===== src/rtl/rf_wb_pkg.sv =====
// rtl/rf_wb_pkg.sv - shared types and constants for the register-file writeback controller
package rf_wb_pkg;

    localparam int NUM_REGS  = 32;
    localparam int WB_ADDR_W = 5;
    localparam int WB_DATA_W = 32;

    localparam logic [WB_ADDR_W-1:0] REG_ZERO = '0;

    typedef struct packed {
        logic [WB_ADDR_W-1:0] rd;
        logic [WB_DATA_W-1:0] data;
    } wb_req_t;

endpackage


===== src/rtl/rf_wb_fifo.sv =====
// rtl/rf_wb_fifo.sv - synchronous FIFO of writeback requests
module rf_wb_fifo
    import rf_wb_pkg::*;
#(
    parameter int DEPTH = 4,
    localparam int PTR_W = $clog2(DEPTH)
) (
    input  logic           clk,
    input  logic           rst,
    input  logic           push,
    input  wb_req_t        push_req,
    input  logic           pop,
    output wb_req_t        head,
    output logic           full,
    output logic           empty,
    output logic [PTR_W:0] count
);

    wb_req_t          mem [DEPTH];
    logic [PTR_W-1:0] wr_ptr;
    logic [PTR_W-1:0] rd_ptr;
    logic             do_push;
    logic             do_pop;

    assign full    = (count == (PTR_W+1)'(DEPTH));
    assign empty   = (count == '0);
    assign do_push = push && !full;
    assign do_pop  = pop && !empty;
    assign head    = mem[rd_ptr];

    // Storage array; contents are don't-care while the entry is not counted.
    always_ff @(posedge clk) begin
        if (do_push) begin
            mem[wr_ptr] <= push_req;
        end
    end

    // Pointers and occupancy; reset drops every buffered entry.
    always_ff @(posedge clk) begin
        if (rst) begin
            wr_ptr <= '0;
            rd_ptr <= '0;
            count  <= '0;
        end else begin
            if (do_push) begin
                wr_ptr <= wr_ptr + 1'b1;
            end
            if (do_pop) begin
                rd_ptr <= rd_ptr + 1'b1;
            end
            unique case ({do_push, do_pop})
                2'b10:   count <= count + 1'b1;
                2'b01:   count <= count - 1'b1;
                default: count <= count;
            endcase
        end
    end

endmodule


===== src/rtl/rf_writeback_ctrl.sv =====
// rtl/rf_writeback_ctrl.sv - regfile write-port arbiter with scoreboard; optional RF_WB_STARVE_GUARD_EN
module rf_writeback_ctrl
    import rf_wb_pkg::*;
#(
    parameter int DATA_W       = WB_DATA_W,
    parameter int ADDR_W       = WB_ADDR_W,
    parameter int FIFO_DEPTH   = 4,
    parameter int STARVE_LIMIT = 8
) (
    input  logic                clk,
    input  logic                rst,
    input  logic                alu_valid,
    input  logic [ADDR_W-1:0]   alu_rd,
    input  logic [DATA_W-1:0]   alu_data,
    input  logic                ext_valid,
    output logic                ext_ready,
    input  logic [ADDR_W-1:0]   ext_rd,
    input  logic [DATA_W-1:0]   ext_data,
    input  logic                issue_valid,
    input  logic [ADDR_W-1:0]   issue_rd,
    input  logic [ADDR_W-1:0]   chk_rs1,
    input  logic [ADDR_W-1:0]   chk_rs2,
    input  logic [ADDR_W-1:0]   chk_rd,
    output logic                rd_hazard,
    output logic [NUM_REGS-1:0] busy_mask,
    output logic [ADDR_W-1:0]   wr_addr,
    output logic [DATA_W-1:0]   wr_data,
    output logic                wr_en,
    output logic                alu_stall
);

    localparam int CNT_W = $clog2(FIFO_DEPTH) + 1;

    wb_req_t             head;
    wb_req_t             push_req;
    logic                fifo_full;
    logic                fifo_empty;
    logic [CNT_W-1:0]    fifo_count;
    logic                push;
    logic                sel_alu;
    logic                sel_fifo;
    logic [NUM_REGS-1:0] busy_next;

    // x0 results complete the handshake but never occupy a FIFO slot.
    assign ext_ready = !fifo_full;
    assign push      = ext_valid && ext_ready && (ext_rd != REG_ZERO);
    assign push_req  = '{rd: ext_rd, data: ext_data};

    rf_wb_fifo #(
        .DEPTH    (FIFO_DEPTH)
    ) u_fifo (
        .clk      (clk),
        .rst      (rst),
        .push     (push),
        .push_req (push_req),
        .pop      (sel_fifo),
        .head     (head),
        .full     (fifo_full),
        .empty    (fifo_empty),
        .count    (fifo_count)
    );

    assert property (@(posedge clk) disable iff (rst)
        fifo_full == (fifo_count == CNT_W'(FIFO_DEPTH)));

`ifdef RF_WB_STARVE_GUARD_EN
    localparam int SC_W = $clog2(STARVE_LIMIT) + 1;

    logic [SC_W-1:0] starve_cnt;
    logic [SC_W-1:0] starve_next;

    // The stall cycle hands the port to the FIFO head; an ALU request then is dropped.
    always_comb begin
        sel_alu  = alu_valid && !alu_stall;
        sel_fifo = !fifo_empty && (alu_stall || !alu_valid);
    end

    // Count cycles the FIFO head loses to the ALU; any pop or empty FIFO restarts it.
    always_comb begin
        starve_next = starve_cnt;
        if (sel_fifo || fifo_empty) begin
            starve_next = '0;
        end else if (alu_valid) begin
            starve_next = starve_cnt + 1'b1;
        end
    end

    // One-cycle stall pulse once the head has been blocked STARVE_LIMIT-1 times.
    always_ff @(posedge clk) begin
        if (rst) begin
            starve_cnt <= '0;
            alu_stall  <= 1'b0;
        end else begin
            starve_cnt <= starve_next;
            alu_stall  <= !alu_stall && (starve_next == SC_W'(STARVE_LIMIT - 1));
        end
    end

    assert property (@(posedge clk) disable iff (rst) !(alu_stall && alu_valid));
`else
    // Strict ALU priority; the FIFO only drains in ALU-idle cycles.
    always_comb begin
        sel_alu  = alu_valid;
        sel_fifo = !alu_valid && !fifo_empty;
    end

    assign alu_stall = 1'b0;

    assert property (@(posedge clk) disable iff (rst) STARVE_LIMIT >= 2);
`endif

    // Registered write port; idle cycles keep the last address and data.
    always_ff @(posedge clk) begin
        if (rst) begin
            wr_en   <= 1'b0;
            wr_addr <= '0;
            wr_data <= '0;
        end else if (sel_alu) begin
            wr_en   <= (alu_rd != REG_ZERO);
            wr_addr <= alu_rd;
            wr_data <= alu_data;
        end else if (sel_fifo) begin
            wr_en   <= (head.rd != REG_ZERO);
            wr_addr <= head.rd;
            wr_data <= head.data;
        end else begin
            wr_en   <= 1'b0;
        end
    end

    // Scoreboard update: pop clears, issue sets and wins a same-cycle clash.
    always_comb begin
        busy_next = busy_mask;
        if (sel_fifo) begin
            busy_next[head.rd] = 1'b0;
        end
        if (issue_valid && (issue_rd != REG_ZERO)) begin
            busy_next[issue_rd] = 1'b1;
        end
        busy_next[REG_ZERO] = 1'b0;
    end

    // Scoreboard register.
    always_ff @(posedge clk) begin
        if (rst) begin
            busy_mask <= '0;
        end else begin
            busy_mask <= busy_next;
        end
    end

    assign rd_hazard = busy_mask[chk_rs1] | busy_mask[chk_rs2] | busy_mask[chk_rd];

endmodule

===== config.mk =====
export PLATFORM = sky130hd
export DESIGN_NAME = rf_writeback_ctrl
export DESIGN_NICKNAME = d
export VERILOG_FILES = /design/src/rtl/rf_wb_pkg.sv /design/src/rtl/rf_wb_fifo.sv /design/src/rtl/rf_writeback_ctrl.sv
export SDC_FILE = /design/constraint.sdc
export NUM_CORES = 1
export LEC_CHECK = 0
export BUFFER_PORTS_ARGS = -buffer_cell sky130_fd_sc_hd__buf_2
export CORE_MARGIN = 5
export CORE_UTILIZATION = 51
export DETAILED_ROUTE_END_ITERATION = 7
export PLACE_DENSITY = 0.8
export SYNTH_ARGS = -nofsm -noshare
export SYNTH_HDL_FRONTEND = slang
export SYNTH_HIERARCHICAL = 1
export SYNTH_SLANG_ARGS = --single-unit

===== constraint.sdc =====
create_clock -name clk -period 2.16 [get_ports clk]
set_input_delay 0.108 -clock clk [delete_from_list [all_inputs] [get_ports clk]]
set_output_delay 0.108 -clock clk [all_outputs]
set_load 0.005 [all_outputs]

Yosys cells after proc, flatten, opt, wreduce, memory -nomap -nowiden
Memory sizes are Yosys's and may differ from the RTL's. A register that Yosys moved wholly into a read port is not among the register bits.
Cells that the tools add are included.
{ "word_totals": {"ff_bits": 77, "in_bits": 99, "latch_bits": 0, "output_inout_bits": 73, "ramBits": 148, "mem_bits_ro": 0, "n_memories": 1} }
{ "memory_table": {"columns": ["name", "words", "word_bits", "rd", "rd_ports_with_merged_regs", "write_ports", "line", "text"], "rows": [
  ["u_fifo.mem", 4, 37, 1, 1, 1, "rf_wb_fifo.sv:19", "wb_req_t mem [DEPTH];"]
]} }
{ "op_classes": {"shift": 0, "div_mod_pow": 0, "addsub": 4, "n_bitwise": 5, "n_mul": 0, "n_lt_le_gt_ge": 7, "reduce_logical": 18, "eq_ne": 3, "mux": 23} }
{ "op_table": {"columns": ["cell", "count"], "rows": [
  ["$mux W32", 4],
  ["$and A32 B32 Y32", 1],
  ["$not A32 Y32", 1],
  ["$or A32 B32 Y32", 1],
  ["$lt A5 B6 Y1 const B", 5],
  ["$reduce_bool A5 Y1", 4],
  ["$bmux W1 S5", 3],
  ["$demux W1 S5", 2],
  ["$ge A5 B1 Y1 const B", 2],
  ["$mux W5", 2],
  ["$mux W1", 9],
  ["$logic_and A1 B1 Y1", 8],
  ["$pmux W3 S2", 1],
  ["$add A2 B1 Y2 const B", 2],
  ["$mux W2", 2],
  ["$reduce_bool A2 Y1", 2],
  ["$add A3 B1 Y3 const B", 1],
  ["$eq A3 B3 Y1 const B", 1],
  ["$logic_not A1 Y1", 3],
  ["$logic_not A3 Y1", 1],
  ["$sub A3 B1 Y3 const B", 1],
  ["$eq A2 B1 Y1 const B", 1],
  ["$eq A2 B2 Y1 const B", 1],
  ["$or A1 B1 Y1", 2]
]} }

Longest topological paths before layout
Gate-level depths: netlist of the first run.
{ "depth": {"depth_word": 9, "ltp_mapped": 12, "mapped_depth_nobuf": 12} }

Hierarchy
Netlist of the first run, hierarchy kept.
{ "modules_own_cells": {"columns": ["mod", "seq_area_each_um2", "n_inst", "area_per_inst_um2", "cells_per_inst"], "rows": [
  ["rf_wb_fifo", 4624.4, 1, 5870.6, 247],
  ["rf_writeback_ctrl", 1381.3, 1, 3872.5, 461]
]} }

Least setup slack after synthesis of the first run
No wires, ideal clock.
{ "synth_timing": {"path_type": "reg2reg", "start": "reg u_fifo.count[2]", "end": "mem u_fifo/mem[1][0] in the netlist's numbering, enable pin", "setup_ns": 0.398, "t_required_ns": 1.762, "arrival_ns": 1.940, "synth_period_minus_slack_ns": 2.338, "n_path_buf": 0, "stages_incl_launch_ff": 7, "setup_slack_ns": -0.178, "path_cell_list": "dfxtp_1 nor3b_2 inv_1 o311a_1 inv_1 nor2_1 and2_1"} }
{ "synth_between": {"elab_chain_len": 7} }
{ "synth_lines": {"columns": ["element", "line", "text"], "rows": [
  ["from (decl)", "rf_wb_fifo.sv:16", "output logic [PTR_W:0] count"],
  ["from (signal assigned)", "rf_wb_fifo.sv:52", "2'b10: count <= count + 1'b1;"],
  ["from (signal assigned)", "rf_wb_fifo.sv:53", "2'b01: count <= count - 1'b1;"],
  ["from (signal assigned)", "rf_wb_fifo.sv:54", "default: count <= count;"],
  ["$eq A3 B3 Y1", "rf_wb_fifo.sv:25", "assign full = (count == (PTR_W+1)'(DEPTH));"],
  ["named net fifo_full", "rf_writeback_ctrl.sv:36", "logic fifo_full;"],
  ["$logic_not A1 Y1", "rf_writeback_ctrl.sv:45", "assign ext_ready = !fifo_full;"],
  ["named net ext_ready", "rf_writeback_ctrl.sv:16", "output logic ext_ready,"],
  ["$logic_and A1 B1 Y1 (2 in series)", "rf_writeback_ctrl.sv:46", "assign push = ext_valid && ext_ready && (ext_rd != REG_ZERO);"],
  ["named net push", "rf_writeback_ctrl.sv:39", "logic push;"],
  ["$logic_and A1 B1 Y1", "rf_wb_fifo.sv:27", "assign do_push = push && !full;"],
  ["$mux W1", "rf_wb_fifo.sv:33", "if (do_push) begin"],
  ["$mux W1 (not written as such)", "rf_wb_fifo.sv:34", "mem[wr_ptr] <= push_req;"],
  ["to (decl)", "rf_wb_fifo.sv:19", null]
]} }
The timed path passes the listed nets, and every way through them passes these cells.

Worst setup path after layout of the first run
{ "layout_timing": {"start": "reg busy_mask[18]", "end": "out rd_hazard"} }
{ "layout_between": {"elab_chain_len": 4, "word_cells_on_any_way": 8, "cone_classes": "mux: 6; bitwise: 2"} }
{ "layout_lines": {"columns": ["element", "line", "text"], "rows": [
  ["from (decl)", "rf_writeback_ctrl.sv:25", "output logic [NUM_REGS-1:0] busy_mask,"],
  ["from (signal assigned)", "rf_writeback_ctrl.sv:148", "busy_mask <= busy_next;"],
  ["$bmux W1 S5", "rf_writeback_ctrl.sv:152", "assign rd_hazard = busy_mask[chk_rs1] | busy_mask[chk_rs2] | busy_mask[chk_rd];"],
  ["$mux W1 (not written as such)", "rf_writeback_ctrl.sv:152", null],
  ["$or A1 B1 Y1", "rf_writeback_ctrl.sv:152", null],
  ["$or A1 B1 Y1 *", "rf_writeback_ctrl.sv:152", null],
  ["to (decl)", "rf_writeback_ctrl.sv:24", "output logic rd_hazard,"]
]} }
Mark *: on every way between the ends. The rest lies on a longest branch, timed or not. The select of a mux whose other input is x is not followed.

==> results.yml, run 1 <==
status:
  status: "complete, but fails checks"
  violations: "negative setup slack"
job:
  drv_cap: 0
setup_path:
  worstPathMaxFanout: 4
  reg2reg_slack_ps: 10
  startpoint_type: "register"
  required_ps: 2050
  crit_type: "reg2out"
  critPathCaptureType: "output pin"
  crit_arrival_ps: 2050
pwr:
  power_density_nw_per_um2: 995
  ir_drop_uv: 801
  leakage_nw: 4.93
logic_synthesis:
  synth_warnings: 6
  ys_async_sr_fraction_pct: 0
  syn-cell-area_um2: 9740
  ys_types: 49
  seq_area_frac_synth_pct: 61.6
  synth_top_area_cell: "edfxtp_1"
  ys_top_cells_by_area: "edfxtp_1 46%, dfxtp_1 16%, mux4_2 9.2%"
  ys.flop_type: "edfxtp_1"
  ys_seq_elements: 226
  syn_area_per_cell_um2: 13.8
  synth_top_area_share_pct: 45.6
  synth_edf_count: 148
  syn_inst: 708
die:
  fp.dieArea_um2: 22000
  initial_utilization_pct: 51.9
  core-area_um2: 18800
  io_pins: 172
  dieWidth_um: 148
  die_h_um: 148
  rows: 50
grt:
  grt_start_max_net_pins: 76
  grt_use_total_pct: 23.3
  antenna_found_initial: 2
  grt_pass1_vias: 7521
  grt_pass1_wl_mm: 40.5
  grt.overflow.total: 0
sta:
  setup_viol_count_final: 1
  layout_min_cycle_time_ps: 2160
  rsz0062_at_grt: "yes"
  finalHoldViolations: 0
  fin_setup_tns_ps: -2.25
  fin_crit_sh_pct: 100
  slew_violations: 0
  fmax_mhz: 462
  layout_setup_ws_ps: -2.25
  fin_worst_skew_ps: 12.6
  worstMarginPinSlew_ps: 794
  slew_headroom_pct: 47.1
placement:
  dpl_cell_area_um2: 11000
  io_buffers: 169
  gp_congestion: 0.886
  dp_hpwl_mm: 15.9
  pre_cts_ws_ps: -205
route:
  drc_errors: 0
  wl_per_cell_um: 21.1
  route.vias.total: 7182
  postRouteAntennaNets: 0
  avgViaCountPerCell: 5.86
  wl_mm: 25.8
  drt_iter0_markers: 488
  first_pass_iters: 5
clock_network:
  cts_tree: "done"
  cts-root-buf: "clkbuf_16"
  cts.clk_slew.worst_paths_ps: 60
  clock_latency_ps: 500
  numCtsBuffers: 22
  clockBufferDepth: 3
  h-tree-depth: 1
  cts_sinks: 226
layout:
  fillers: 1233
  nets: 1078
  area_growth_pct: 29.0
  drive_gt1_share_pct: 31.3
  post-route-cell-area_um2: 12600
min_path:
  hold_class: "in2reg"
==> synth_stat cells (all sizes together), types with 4 or more instances <==
library cell and n:
dfxtp 78, mux2i 57, o21ai 36, nand3b 8, a21oi 76, edfxtp 148
nor3b 6, or3 5, nand3 8, clkbuf 18, buf 23, nor2 89
nand2b 5, ha 5, and2 4, mux4 51, inv 10, nand2 42
==> layer usage <==
layer  GRT usage (%)  vias to the layer above  part of all wire [%]  routed length, um
met1            28.7                     3546                    37               9520
met4            7.30                        2                   3.0                771
met5               0                        -                 0.050                 13
met3            3.81                       71                   7.7               1980
li1                -                     3212                     -                  -
met2            42.1                      351                    52              13600
==> metrics by stage <==
step | total power [mW] | hold slack [ps] | cells | utilization, %
after floorplan | 7.25 | 207 | 709 | -
after global placement | 8.02 | 323 | 1106 | 58.6
after detailed placement | 8.12 | 324 | 1106 | 58.6
after CTS | 12.4 | 3.88 | 1221 | 66.9
after global routing | 13.0 | 36.2 | 1224 | 67.0
final | 12.5 | 16.2 | 1225 | 67.0
==> layout make-up <==
class / instances / area [um2] / share of cell area (%)
Clock buffer: 31 / 626 / 4.98
Timing Repair Buffer: 281 / 1950 / 15.5
Sequential cell: 226 / 6020 / 47.9
Multi-Input combinational cell: 432 / 3470 / 27.6
Inverter: 10 / 37.5 / 0.299
Tap cell: 234 / 293 / 2.33
Antenna cell: 2 / 5.00 / 0.0398
Clock inverter: 9 / 168 / 1.33
==> layout by cell type (no fill, tap or decap), drive strengths merged, types with 5 or more instances in the layout <==
cell,synthesis,routed
ha,5,5
nand2,42,42
a21oi,76,76
o21ai,36,36
dfxtp,78,78
bufinv,0,5
dlygate4sd3,0,74
nor2,89,89
buf,23,207
or3,5,5
nand2b,5,5
nor3b,6,6
clkbuf,18,31
inv,10,10
mux2i,57,57
nand3b,8,8
edfxtp,148,148
nand3,8,8
mux4,51,51
==> cells by family (layout without fill, tap and decap cells) <==
kind of cell             count (synthesis)  in the layout  synth area share (%)
other                                    1              4                0.0385
XOR/XNOR                                 3              3                 0.270
AO/OA/AOI/OAI                          127            127                  7.02
flip-flops                             226            226                  61.6
AND/OR/NAND/NOR                        183            183                  8.69
multiplexers                           111            111                  18.4
buffers and inverters                   51            331                  3.07
adder cells (fa/ha/maj)                  6              6                 0.848
==> state kept, by name, summed over array words and instances, names as in the netlist, named ones only <==
register	count
u_fifo/mem	148
wr_en	1
wr_addr	5
busy_mask	31
u_fifo/rd_ptr	2
u_fifo/wr_ptr	2
u_fifo/count	3
wr_data	32
==> power breakdown <==
| group | internal [mW] | switching (mW) |
|---|---|---|
| clock | 2.62 | 1.59 |
| sequential | 5.06 | 0.191 |
| combinational | 1.44 | 1.61 |
| total | 9.11 | 3.39 |
==> path summary, 6_finish.rpt <==
kind                                       from                           end  cells past startpoint
setup reg to reg   u_fifo/count[0]$_SDFFE_PP0P_  u_fifo/count[2]$_SDFFE_PP0P_                     12
hold reg to reg   u_fifo/rd_ptr[1]$_SDFFE_PP0P_                      register                      2
hold / removal                      issue_rd[2]      busy_mask[16]$_SDFF_PP0_                      4
setup / recovery       busy_mask[18]$_SDFF_PP0_                     rd_hazard                      6
==> worst max-delay path, cell delays in order (launching register included) <==
cell	delay, ps
dfxtp_4	360
mux4_2	450
and4b_1	180
a31oi_1	140
o2111a_1	200
nand4_1	80
buf_2	140
==> what timing repair did <==
item                       4_1_cts  5_1_grt
setup buffers                    1        2
setup endpoints to repair        2       11
hold endpoints to repair       186        0
pin swaps                        5        0
hold buffers                    74        0
resized for setup               10        4
(Power assumes the default switching activity.)
==> run 2, diff against run 1 <==
- CORE_UTILIZATION: 51 -> 52
- CTS_BUF_LIST: unset -> sky130_fd_sc_hd__clkbuf_8
- PLACE_DENSITY: 0.8 -> 0.81
==> run 2 against run 1 <==
Highest routed layer is now met4. Critical path depth did not move. Non-clock buffer count fell by 4. Critical endpoint unchanged. Utilization fell by 0.54 points. Register-to-register slack improved by 20 ps. Sequential cell count did not move. Total power fell by 8.8%. Wire length fell by 5.7%. Largest power group unchanged. Clock skew rose by 6.3 ps. Worst hold slack improved by 27 ps. The flow still finishes with violations (negative setup slack).
==> results.yml, run 2 (same netlist as run 1, synthesis figures left out) <==
status:
  status: "complete, but fails checks"
  violations: "negative setup slack"
sta:
  fin_crit_sh_pct: 101
  rsz0062_at_grt: "yes"
  layout_min_cycle_time_ps: 2190
  finalHoldViolations: 0
  worstMarginPinSlew_ps: 775
  fin_worst_skew_ps: 18.9
  setup_viol_count_final: 1
  slew_violations: 0
  fmax_mhz: 456
  slew_headroom_pct: 48.3
  layout_setup_ws_ps: -30.9
route:
  wl_met2_mm: 12.7
  wl_mm: 24.4
  first_pass_iters: 5
  wl_per_cell_um: 19.6
  met1_length_mm: 9.17
  postRouteAntennaNets: 0
  drt_iter0_markers: 603
  top_layer_used: "met4"
  wl_met3_mm: 1.90
  avgViaCountPerCell: 5.65
  drc_errors: 0
  route.vias.total: 7029
setup_path:
  reg2reg_slack_ps: 30
  reg2reg_to: "u_fifo/count[2]$_SDFFE_PP0P_"
  worstPathMaxFanout: 5
  reg2reg_depth: 12
  r2r-start: "u_fifo/count[0]$_SDFFE_PP0P_"
  required_ps: 2050
  startpoint_type: "register"
  crit_arrival_ps: 2080
  critPathTopFamily: "multiplexers"
  cp_num_buf_inv: 1
  crit_type: "reg2out"
  critPathCaptureType: "output pin"
  cpMaxStageDelayCell: "mux4_2"
  cp_cell_sequence: "mux4_2 -> and4b_1 -> a31oi_1 -> o2111a_1 -> nand4_1 -> buf_2"
  max_stage_delay_ps: 440
placement:
  dp_hpwl_mm: 15.4
  dpl_cell_area_um2: 10900
  gp_congestion: 0.901
  io_buffers: 169
layout:
  multi_input_area_um2: 3470
  nets: 1087
  regArea_um2: 6020
  post-route-cell-area_um2: 12300
  fillers: 1262
  area_growth_pct: 26.7
  largest_register_ffs: 148
  drive_gt1_share_pct: 30.7
  regMostFlops: "u_fifo/mem"
  reg_top3: "u_fifo/mem (148), wr_data (32), busy_mask (31)"
  layout_common_cells: "169 x buf_2, 148 x edfxtp_1, 87 x nor2_1"
  utilization_pct: 66.5
  final_common_cell: "buf_2"
grt:
  antenna_found_initial: 3
  grt_start_max_net_pins: 76
  grt_pass1_vias: 7320
  grt_pass1_wl_mm: 38.4
  grt_use_total_pct: 22.2
  grt.overflow.total: 0
min_path:
  hold_class: "in2reg"
  min_from: "issue_rd[4]"
  min_path_cells: 4
  holdPathEnd: "busy_mask[2]$_SDFF_PP0_"
die:
  rows: 50
  die_h_um: 147
  core-area_um2: 18600
  io_pins: 172
  dieWidth_um: 147
  fp.dieArea_um2: 21600
  initial_utilization_pct: 52.4
clock_network:
  clock_latency_ps: 500
  cts.clk_slew.worst_paths_ps: 60
  cts_sinks: 226
  numCtsBuffers: 35
  cts-root-buf: "clkbuf_8"
  h-tree-depth: 2
  clockBufferDepth: 3
  cts_tree: "done"
pwr:
  p_switching_mw: 3.31
  ir_drop_uv: 910
  p_int_mw: 8.10
  combPwrFrac_pct: 25.8
  clock_power_share_pct: 28.1
  power_frac_seq_pct: 46.1
  power_density_nw_per_um2: 924
  switching_share_pct: 29.0
  leakage_nw: 4.89
job:
  drv_cap: 0
==> run 2: changes by cell type in the layout (fill, tap and decap cells not counted), sizes merged <==
cell,delta
clkinvlp,+1
diode,+1
clkinv,+4
bufinv,-5
clkbuf,+8
inv,+14
buf,-4
==> run 2: tightest hold or removal path, delay by kind of cell <==
kind,cells,cell delay [ps]
AOI/OAI and AO/OA,1,50
buffers and inverters,1,150
and+or+nand+nor,2,170
==> run 2: how the worst max path moves through the flow <==
stage,startpoint,end,slack [ps],cells after the start
CTS,busy_mask[18]$_SDFF_PP0_,rd_hazard,-20,6
global route,busy_mask[18]$_SDFF_PP0_,rd_hazard,-160,6
floorplan,u_fifo/count[1]$_SDFFE_PP0P_,u_fifo/count[2]$_SDFFE_PP0P_,4,12
finish,busy_mask[18]$_SDFF_PP0_,rd_hazard,-30,6
global placement,ext_rd[1],u_fifo/count[2]$_SDFFE_PP0P_,-200,12
detailed placement,ext_rd[1],u_fifo/count[2]$_SDFFE_PP0P_,-280,12
==> run 2: repair_timing <==
| action | CTS | global route |
|---|---|---|
| hold buffers | 74 | 0 |
| endpoints found under the hold margin | 186 | 0 |
| buffers inserted | 4 | 2 |
| setup endpoints to repair | 2 | 19 |
| pin swaps | 1 | 1 |
| resized for setup | 6 | 5 |
==> run 2: final cells by class <==
| type | instances | area share (%) |
|---|---|---|
| Clock buffer | 39 | 4.35 |
| Antenna cell | 3 | 0.0608 |
| Multi-Input combinational cell | 432 | 28.1 |
| Timing Repair Buffer | 277 | 15.3 |
| Sequential cell | 226 | 48.8 |
| Inverter | 10 | 0.304 |
| Tap cell | 234 | 2.37 |
| Clock inverter | 23 | 0.740 |
==> run 2: metrics by stage <==
| step | TNS, ps | instances | worst slack [ps] | total power, mW | hold slack, ps |
|---|---|---|---|---|---|
| after global routing | -234 | 1244 | -159 | 12.0 | 36.8 |
| final | -30.9 | 1244 | -30.9 | 11.4 | 43.2 |
| after floorplan | 0 | 709 | 4.23 | 7.25 | 207 |
| after global placement | -195 | 1099 | -195 | 7.94 | 323 |
| after detailed placement | -285 | 1099 | -285 | 8.03 | 323 |
| after CTS | -19.2 | 1239 | -19.2 | 11.3 | 8.21 |
==> run 2: power groups by stage <==
stage / combinational [mW] / clock (mW) / sequential, mW
after CTS: 2.84 / 3.23 / 5.25
after detailed placement: 2.69 / 0 / 5.34
after floorplan: 1.95 / 0 / 5.30
final: 2.94 / 3.21 / 5.26
after global placement: 2.64 / 0 / 5.31
after global routing: 3.17 / 3.50 / 5.29
==> run 2: metal layers <==
metal  vias up  GRT usage (%)
li1       3240              -
met1      3388           26.9
met2       347           39.7
met3        54           4.35
met4         0           7.81
met5         -              0
